`src/rtl/program_loader_pkg.sv`:
```
// Shared types, widths and defaults for the program loader.
package program_loader_pkg;

  localparam int unsigned ADDR_W          = 4;
  localparam int unsigned INS_W           = 8;
  localparam int unsigned DATA_W          = 4;
  localparam int unsigned BYTE_W          = 8;
  // One extra bit so the record counter can pass 15 without wrapping.
  localparam int unsigned CNT_W           = ADDR_W + 1;
  localparam int unsigned TIMEOUT_DEFAULT = 255;

  typedef enum logic [2:0] {
    ST_IDLE,
    ST_HEADER,
    ST_INS,
    ST_DATA,
    ST_WRITE,
    ST_RELEASE,
    ST_RUN,
    ST_ERR
  } state_t;

  // States in which the byte stream is being consumed.
  function automatic logic in_rx(state_t s);
    return (s == ST_HEADER) || (s == ST_INS) || (s == ST_DATA);
  endfunction

  // States that make up an active load sequence.
  function automatic logic in_busy(state_t s);
    return in_rx(s) || (s == ST_WRITE) || (s == ST_RELEASE);
  endfunction

endpackage

```
`src/rtl/loader_timeout.sv`:
```
// Idle-cycle counter: flags expiry on the TIMEOUT-th consecutive idle cycle.
module loader_timeout
  import program_loader_pkg::*;
#(
  parameter int unsigned TIMEOUT = TIMEOUT_DEFAULT
) (
  input  logic clk,
  input  logic rst,
  input  logic clear,
  input  logic enable,
  output logic expired
);

  localparam int unsigned CW = (TIMEOUT > 1) ? $clog2(TIMEOUT) : 1;

  logic [CW-1:0] count;

  // Expiry fires on the edge that would complete the TIMEOUT-th idle cycle.
  assign expired = enable && !clear && (count == CW'(TIMEOUT - 1));

  // Idle counter, cleared on activity, advanced on idle cycles.
  always_ff @(posedge clk or negedge rst) begin
    if (!rst) begin
      count <= '0;
    end else if (clear) begin
      count <= '0;
    end else if (enable) begin
      count <= expired ? '0 : count + CW'(1);
    end
  end

endmodule

```
`src/rtl/program_loader.sv`:
```
// Streams a header plus instruction/data records into a 4-bit computer's memory.
module program_loader
  import program_loader_pkg::*;
#(
  parameter int unsigned TIMEOUT = TIMEOUT_DEFAULT
) (
  input  logic              clk,
  input  logic              rst,
  input  logic              start,
  input  logic              s_valid,
  input  logic [BYTE_W-1:0] s_data,
  output logic              s_ready,
  output logic              cpu_rst,
  output logic [INS_W-1:0]  ins,
  output logic [DATA_W-1:0] d_in,
  output logic [ADDR_W-1:0] ins_address,
  output logic              busy,
  output logic              done,
  output logic              err
);

  state_t            state;
  state_t            next_state;
  logic [ADDR_W-1:0] n_last;
  logic [CNT_W-1:0]  rec_cnt;
  logic              accept;
  logic              launch;
  logic              data_ok;
  logic              last_rec;
  logic              tmo_clear;
  logic              tmo_enable;
  logic              tmo_expired;

  // s_ready is a registered decode of the current state, so it gates transfers directly.
  assign accept     = s_valid && s_ready;
  assign launch     = start && ((state == ST_IDLE) || (state == ST_RUN) || (state == ST_ERR));
  assign data_ok    = (s_data[BYTE_W-1:DATA_W] == '0);
  assign last_rec   = (rec_cnt == CNT_W'(n_last));
  assign tmo_clear  = accept || launch;
  assign tmo_enable = in_rx(state) && !accept;

  loader_timeout #(
    .TIMEOUT(TIMEOUT)
  ) u_timeout (
    .clk    (clk),
    .rst    (rst),
    .clear  (tmo_clear),
    .enable (tmo_enable),
    .expired(tmo_expired)
  );

  // State register.
  always_ff @(posedge clk or negedge rst) begin
    if (!rst) begin
      state <= ST_IDLE;
    end else begin
      state <= next_state;
    end
  end

  // Next-state logic.
  always_comb begin
    next_state = state;
    case (state)
      ST_IDLE, ST_RUN, ST_ERR: if (launch) next_state = ST_HEADER;
      ST_HEADER: begin
        if (accept)           next_state = ST_INS;
        else if (tmo_expired) next_state = ST_ERR;
      end
      ST_INS: begin
        if (accept)           next_state = ST_DATA;
        else if (tmo_expired) next_state = ST_ERR;
      end
      ST_DATA: begin
        if (accept)           next_state = data_ok ? ST_WRITE : ST_ERR;
        else if (tmo_expired) next_state = ST_ERR;
      end
      ST_WRITE:   next_state = last_rec ? ST_RELEASE : ST_INS;
      ST_RELEASE: next_state = ST_RUN;
      default:    next_state = ST_IDLE;
    endcase
  end

  // Registered outputs and record datapath.
  always_ff @(posedge clk or negedge rst) begin
    if (!rst) begin
      s_ready     <= 1'b0;
      cpu_rst     <= 1'b1;
      busy        <= 1'b0;
      done        <= 1'b0;
      err         <= 1'b0;
      ins         <= '0;
      d_in        <= '0;
      ins_address <= '0;
      n_last      <= '0;
      rec_cnt     <= '0;
    end else begin
      s_ready <= in_rx(next_state);
      busy    <= in_busy(next_state);
      done    <= (next_state == ST_RUN);
      err     <= (next_state == ST_ERR);
      cpu_rst <= (next_state != ST_RUN);
      if (launch) begin
        rec_cnt <= '0;
      end
      if ((state == ST_HEADER) && accept) begin
        n_last <= s_data[ADDR_W-1:0];
      end
      if ((state == ST_INS) && accept) begin
        ins <= s_data;
      end
      if ((state == ST_DATA) && accept && data_ok) begin
        d_in        <= s_data[DATA_W-1:0];
        ins_address <= rec_cnt[ADDR_W-1:0];
      end
      if (state == ST_WRITE) begin
        rec_cnt <= rec_cnt + CNT_W'(1);
      end
    end
  end

endmodule

```
`config.mk`:
```
export PLATFORM = sky130hd
export DESIGN_NAME = program_loader
export DESIGN_NICKNAME = d
export VERILOG_FILES = /design/src/rtl/program_loader_pkg.sv /design/src/rtl/loader_timeout.sv /design/src/rtl/program_loader.sv
export SDC_FILE = /design/constraint.sdc
export NUM_CORES = 1
export LEC_CHECK = 0
export BUFFER_PORTS_ARGS = -buffer_cell sky130_fd_sc_hd__buf_2
export CAP_MARGIN = 10
export CORE_ASPECT_RATIO = 1.25
export CORE_MARGIN = 4
export CORE_UTILIZATION = 43
export CTS_BUF_LIST = sky130_fd_sc_hd__clkbuf_8 sky130_fd_sc_hd__clkbuf_16
export DETAILED_ROUTE_END_ITERATION = 10
export HOLD_SLACK_MARGIN = 0.08
export PLACE_DENSITY = 0.66
export REMOVE_ABC_BUFFERS = 1
export SYNTH_ARGS = -nofsm -noshare
export SYNTH_HDL_FRONTEND = slang
export SYNTH_SLANG_ARGS = --single-unit
```
`constraint.sdc`:
```
create_clock -name clk -period 2 [get_ports clk]
set_clock_uncertainty 0.05 [all_clocks]
set_input_delay 0.2 -clock clk [delete_from_list [all_inputs] [get_ports clk]]
set_output_delay 0.2 -clock clk [all_outputs]
set_load 0.02 [all_outputs]
```
==> run_results.csv, run 1 <==
group,metric,value,unit
run_status,run_status,"finished clean",
synthesis,synth.ff_latch_count,41,
timing,setup_violations,0,
clock_tree,clock_tree.buffer_depth,2,
place,placement.io_buffers,32,
critical_path,worst_r2r_path_depth,7,
global_route,global_route.usage.total,15.4,%
floorplanning,placementRows,27,
critical_path,worstSetupPathType,"reg2reg",
floorplanning,x_dimension_of_the_die,68.9,µm
timing,achievable-frequency,516,MHz
synthesis,ys_seq_area_share,51.6,%
synthesis,synthFlopType,"sky130_fd_sc_hd__dfrtp_1",
drt,dr_total_vias,1446,
critical_path,cp_top_family,"compound AO/OA/AOI/OAI gates",
global_route,first_pass_grt_wire_length,6670,µm
clock_tree,cts_tree,"built",
power_and_ir_drop,finalPower,0.00429,W
min_path,min_path_cells,2,
synthesis,fraction_of_registers_with_async_set_or_reset_after_synthesis,100,%
run,max_cap_viol_count,0,
power_and_ir_drop,share_comb_of_total_power,53.2,%
critical_path,worst_path_cell_chain,"inv_2 -> ha_4 -> nand3_2 -> o31a_1 -> o22ai_4 -> nand3_4 -> mux2_4",
critical_path,crit_slowest_cell,"sky130_fd_sc_hd__dfrtp_1",
clock_tree,cts.sinks,41,
power_and_ir_drop,internal-power,0.00260,W
critical_path,critical_path.max_stage_delay,0.40,ns
critical_path,worstSetupEndpointType,"flip-flop",
power_and_ir_drop,powerDensity,1660,nW/µm²
drt,starting_drt_drc_count,34,
synthesis,synth_top_area_cell,"sky130_fd_sc_hd__dfrtp_1",
synthesis,yosysWarnings,0,
timing,worst_pin_slew,0.521,ns
synthesis,syn-cell-area,1990,µm²
drt,route.final.wire_length,4020,µm
clock_tree,htreeDepth,2,
floorplanning,floorplan_core_area,4460,µm²
global_route,grt-ovfl-total,0,
timing,timing.final.max_slew_violations,0,
critical_path,path_max_fanout,8,
synthesis,synth_area_leaders,"sky130_fd_sc_hd__dfrtp_1, sky130_fd_sc_hd__mux2_2, sky130_fd_sc_hd__mux2_4",
timing,post_route_clock_period_utilization,96.9,%
power_and_ir_drop,power.sequential.fraction,31.7,%
place,gp_weighted_congestion,0.781,
synthesis,synth_area_per_cell,12.0,µm²
timing,crit_path_time_final,1.94,ns
synthesis,yosysUniqueCellTypes,43,
floorplanning,start_util,44.7,%
synthesis,fraction_of_synthesized_cell_area_taken_by_the_top_area_cell_type,50.3,%
finish,final_cell_mix,"sky130_fd_sc_hd__dfrtp_1, sky130_fd_sc_hd__buf_2, sky130_fd_sc_hd__buf_4",
min_path,hold_class,"in2reg",
global_route,antenna_violations_before_repair,0,
drt,firstDrtPassIters,4,
timing,finalSetupTns,0,ns
power_and_ir_drop,irDropWorstVdd,0.863,mV
finish,layout.filler_cells,401,
finish,num_antenna_cells,0,
power_and_ir_drop,power.share.switching,39.4,%
timing,timing.slew.headroom,65.2,%
clock_tree,cts-root-buf,"sky130_fd_sc_hd__clkbuf_8",
critical_path,critical_path_depth,7,
global_route,first_global_vias,1434,
drt,detail_route.drc_violations,0,
clock_tree,clock_latency,0.30,ns
critical_path,data_arrival_at_the_endpoint_of_the_critical_path,2.08,ns
place,hpwlAfterDp,2990,µm
critical_path,startpoint_type,"flip-flop",
drt,wirelength_per_cell,14.0,µm
timing,post-route-worst-setup-slack,0.0628,ns
finish,fraction_of_layout_cells_with_a_size_suffix_above_1,46.7,%
synthesis,number_of_flops_mapped_to_enable_cells_by_yosys,0,
critical_path,cp_num_buf_inv,1,
place,place_ws,0.0147,ns
finish,syn2layout_area_growth,30.0,%
power_and_ir_drop,static-leakage-power,1.24,nW
floorplanning,num_io_pins,33,
clock_tree,clk_pin_slew,0.08,ns
drt,routed_via_density,5.04,
synthesis,synth_cells,166,
finish,num-nets-final,243,
finish,mostFrequentLayoutCell,"sky130_fd_sc_hd__dfrtp_1",
power_and_ir_drop,p_sw,0.00169,W
floorplanning,die_height,84.1,µm
timing,hold_ws,0.102,ns
drt,detail-route-antenna-nets,0,
clock_tree,cts_inserted_buffers,5,
global_route,largest_net_degree_at_the_start_of_global_routing,23,
floorplanning,die_area,5790,µm²
power_and_ir_drop,clock_power_share,15.1,%
timing,final_hold_viol_count,0,
critical_path,required_time_at_the_endpoint_of_the_critical_path,2.14,ns
[power groups by stage]
stage / logic, W / clock network (W) / registers [W]
floorplan: 0.00108 / 0 / 0.00163
global placement: 0.00207 / 0 / 0.00135
detailed placement: 0.00210 / 0 / 0.00136
CTS: 0.00211 / 0.000672 / 0.00135
global route: 0.00247 / 0.000709 / 0.00141
finish: 0.00228 / 0.000649 / 0.00136
[cell usage after synthesis, types with 2 or more instances]
library cell and n:
sky130_fd_sc_hd__mux2_2 12, sky130_fd_sc_hd__nand2b_1 2, sky130_fd_sc_hd__nor3b_1 3, sky130_fd_sc_hd__or2_1 2, sky130_fd_sc_hd__xor2_1 9, sky130_fd_sc_hd__dfrtp_1 40
sky130_fd_sc_hd__nor2_1 11, sky130_fd_sc_hd__ha_1 3, sky130_fd_sc_hd__o21ai_0 7, sky130_fd_sc_hd__and2_1 2, sky130_fd_sc_hd__a21oi_1 4, sky130_fd_sc_hd__inv_1 6
sky130_fd_sc_hd__mux2_4 8, sky130_fd_sc_hd__nand2_1 13, sky130_fd_sc_hd__nor3_1 2, sky130_fd_sc_hd__nand3_1 12, sky130_fd_sc_hd__nand4_1 3, sky130_fd_sc_hd__o21a_1 2
[layout make-up]
| class | count | area, µm² | area share [%] |
|---|---|---|---|
| Multi-Input combinational cell | 116 | 982 | 37.9 |
| Clock buffer | 5 | 68.8 | 2.66 |
| Timing Repair Buffer | 58 | 370 | 14.3 |
| Clock inverter | 3 | 42.5 | 1.64 |
| Inverter | 6 | 22.5 | 0.870 |
| Tap cell | 58 | 72.6 | 2.80 |
| Sequential cell | 41 | 1030 | 39.8 |
[worst reg2reg max path: stages, from the launching register on]
cell	delay, ns
sky130_fd_sc_hd__dfrtp_1	0.40
sky130_fd_sc_hd__inv_2	0.08
sky130_fd_sc_hd__ha_4	0.13
sky130_fd_sc_hd__nand3_2	0.07
sky130_fd_sc_hd__o31a_1	0.36
sky130_fd_sc_hd__o22ai_4	0.19
sky130_fd_sc_hd__nand3_4	0.20
sky130_fd_sc_hd__mux2_4	0.35
[repair_timing]
action                                 4_1_cts  5_1_grt
resized for setup                            1       14
hold buffers                                 1        0
pin swaps                                    0        5
endpoints found under the hold margin       21        0
buffers inserted                             0        4
setup endpoints to repair                    8        9
[cells by family (layout without fill, tap and decap cells)]
group / after synthesis / in the layout / share of synthesized area [%]
AO/OA/AOI/OAI: 25 / 25 / 10.6
buffers and inverters: 9 / 72 / 2.32
adder cells (fa/ha/maj): 3 / 3 / 1.88
flip-flops: 41 / 41 / 51.6
AND/OR/NAND/NOR: 57 / 57 / 16.0
XOR/XNOR: 10 / 10 / 4.40
multiplexers: 21 / 21 / 13.3
[metal layers]
layer | global-route usage [%] | up-vias | wire (µm)
met5 | 0 | - | 0
met4 | 7.45 | 0 | 110
met3 | 3.91 | 9 | 151
met2 | 23.9 | 24 | 1990
met1 | 19.5 | 699 | 1770
li1 | - | 714 | -
[state kept, by name, indices dropped and copies added (netlist names)]
name,count
busy,1
cpu_rst,1
d_in,4
done,1
err,1
ins,8
ins_address,4
n_last,4
rec_cnt,5
s_ready,1
state,3
u_timeout.count,8
[through the flow]
stage          utilization (%)  cell area [µm²]  std cells
2_1_floorplan                -             1970        163
4_1_cts                   56.0             2500        283
6_report                  58.1             2590        287
3_3_place_gp              53.2             2370        274
5_1_grt                   58.1             2590        287
3_5_place_dp              53.2             2370        274
[worst paths after layout]
path | start | end | slack, ns
worst max-delay path | u_timeout.count[0] | d_in[0] | 0.06
min in group asynchronous | rst | d_in[1] | 0.37
max in group asynchronous | rst | cpu_rst | 0.96
worst min-delay path | s_data[4] | ins[4] | 0.10
worst max register to register | u_timeout.count[0] | d_in[0] | 0.06
worst min register to register | u_timeout.count[5] | u_timeout.count[5] | 0.45
(Power assumes the default switching activity.)
==> inputs of run 2 (changes only) <==
--- a/config.mk
+++ b/config.mk
@@ -14,6 +14,7 @@
 export DETAILED_ROUTE_END_ITERATION = 10
 export HOLD_SLACK_MARGIN = 0.08
 export PLACE_DENSITY = 0.66
+export RECOVER_POWER = 50
 export REMOVE_ABC_BUFFERS = 1
 export SYNTH_ARGS = -nofsm -noshare
 export SYNTH_HDL_FRONTEND = slang
==> run_results.csv, run 2 (synthesis results as in run 1) <==
group,metric,value,unit
finish,num_antenna_cells,0,
min_path,hold_class,"in2reg",
global_route,first_global_vias,1434,
clock_tree,clock_tree.buffer_depth,2,
global_route,first_pass_grt_wire_length,6670,µm
critical_path,worstSetupEndpointType,"flip-flop",
drt,starting_drt_drc_count,31,
floorplanning,num_io_pins,33,
global_route,grt.met3_usage,3.91,%
global_route,largest_net_degree_at_the_start_of_global_routing,23,
clock_tree,clk_pin_slew,0.08,ns
global_route,antenna_violations_before_repair,0,
critical_path,worstSetupPathType,"reg2reg",
drt,firstDrtPassIters,4,
clock_tree,cts_tree,"built",
drt,wirelength_per_cell,14.0,µm
place,gp_weighted_congestion,0.781,
critical_path,startpoint_type,"flip-flop",
drt,detail-route-antenna-nets,0,
clock_tree,cts_inserted_buffers,5,
clock_tree,clock_latency,0.30,ns
place,placement.io_buffers,32,
drt,route.final.wire_length,4010,µm
global_route,groute.layer.met1.usage,19.5,%
finish,final_design_instance_area_without_fill,2570,µm²
clock_tree,cts-root-buf,"sky130_fd_sc_hd__clkbuf_8",
critical_path,path_max_fanout,8,
timing,final_hold_viol_count,0,
place,hpwlAfterDp,2990,µm
floorplanning,placementRows,27,
finish,fin_util,57.7,%
power_and_ir_drop,powerDensity,1660,nW/µm²
critical_path,flop_to_flop_setup_slack,0.06,ns
timing,post_route_clock_period_utilization,96.8,%
clock_tree,htreeDepth,2,
floorplanning,floorplan_core_area,4460,µm²
floorplanning,die_area,5790,µm²
run_status,run_status,"finished clean",
timing,timing.final.max_slew_violations,0,
clock_tree,cts.sinks,41,
finish,reg.largest.list,"ins: 8 flops, u_timeout.count: 8 flops, rec_cnt: 5 flops",
finish,layout.filler_cells,404,
timing,worst_pin_slew,1.24,ns
place,placed_cell_area,2370,µm²
drt,routed_via_density,5.07,
critical_path,required_time_at_the_endpoint_of_the_critical_path,2.14,ns
finish,final_cell_mix,"sky130_fd_sc_hd__dfrtp_1, sky130_fd_sc_hd__buf_4, sky130_fd_sc_hd__buf_2",
drt,dr_total_vias,1454,
floorplanning,die_height,84.1,µm
critical_path,data_arrival_at_the_endpoint_of_the_critical_path,2.08,ns
timing,timing.slew.headroom,17.2,%
finish,mostFrequentLayoutCell,"sky130_fd_sc_hd__dfrtp_1",
global_route,grt-ovfl-total,0,
power_and_ir_drop,static-leakage-power,1.20,nW
global_route,met2_usage,23.9,%
floorplanning,start_util,44.7,%
timing,crit_path_time_final,1.94,ns
floorplanning,x_dimension_of_the_die,68.9,µm
finish,fraction_of_layout_cells_with_a_size_suffix_above_1,41.9,%
finish,syn2layout_area_growth,29.3,%
timing,achievable-frequency,516,MHz
timing,setup_violations,0,
run,max_cap_viol_count,0,
power_and_ir_drop,irDropWorstVdd,0.860,mV
global_route,global_route.peak_usage_layer,"met2",
drt,detail_route.drc_violations,0,
global_route,global_route.usage.total,15.4,%
finish,num-nets-final,243,
## run 2: changes by cell type in the layout (fill, tap and decap cells not counted)
cell	previous run	this run
sky130_fd_sc_hd__buf_2	32	21
sky130_fd_sc_hd__clkbuf_1	0	11
## run 2: repair_timing
item                       CTS  global route
hold buffers                 1             0
pin swaps                    0             5
buffers inserted             0             4
resized for setup            1            14
setup endpoints to repair    8             9
hold endpoints to repair    21             0
cloned                       0             0
## run 2: power by group
part	internal [W]	switching [W]
clock	0.000369	0.000279
sequential	0.00115	0.000208
combinational	0.00105	0.00120
total	0.00258	0.00169
## run 2: worst paths after layout
path	to	start	cells after the start
min	ins[7]	s_data[7]	2
min in group asynchronous	ins_address[1]	rst	2
max reg2reg	d_in[0]	u_timeout.count[0]	7
min reg2reg	u_timeout.count[5]	u_timeout.count[5]	1
max	d_in[0]	u_timeout.count[0]	7
max in group asynchronous	cpu_rst	rst	3
## run 2: cell type report
cell class / count / area [µm²] / share of cell area (%)
Tap cell: 58 / 72.6 / 2.82
Timing Repair Buffer: 58 / 357 / 13.8
Clock buffer: 5 / 68.8 / 2.67
Multi-Input combinational cell: 116 / 982 / 38.1
Inverter: 6 / 22.5 / 0.875
Clock inverter: 3 / 42.5 / 1.65
Sequential cell: 41 / 1030 / 40.0
## run 2: routing by layer
layer / wire (µm) / part of all wire (%)
met5: 0 / 0
met4: 110 / 2.7
met3: 151 / 3.8
met2: 1990 / 50
met1: 1760 / 44
## run 2: per-stage QoR
| stage | worst slack, ns | cells | hold slack [ns] | setup TNS, ns | power, W |
|---|---|---|---|---|---|
| 2_1_floorplan | 0.0467 | 163 | -0.146 | 0 | 0.00271 |
| 3_3_place_gp | 0.0496 | 274 | 0.146 | 0 | 0.00342 |
| 3_5_place_dp | 0.0147 | 274 | 0.147 | 0 | 0.00345 |
| 4_1_cts | 0.0171 | 283 | 0.0862 | 0 | 0.00413 |
| 5_1_grt | -0.0185 | 287 | 0.101 | -0.0830 | 0.00456 |
| 6_report | 0.0636 | 287 | 0.102 | 0 | 0.00427 |
## run 2: worst max-delay path, stage by stage, from the launching register on
cell and delay, ns:
sky130_fd_sc_hd__dfrtp_1 0.40, sky130_fd_sc_hd__inv_2 0.08, sky130_fd_sc_hd__ha_4 0.13, sky130_fd_sc_hd__nand3_2 0.07
sky130_fd_sc_hd__o31a_1 0.36, sky130_fd_sc_hd__o22ai_4 0.19, sky130_fd_sc_hd__nand3_4 0.20, sky130_fd_sc_hd__mux2_4 0.34
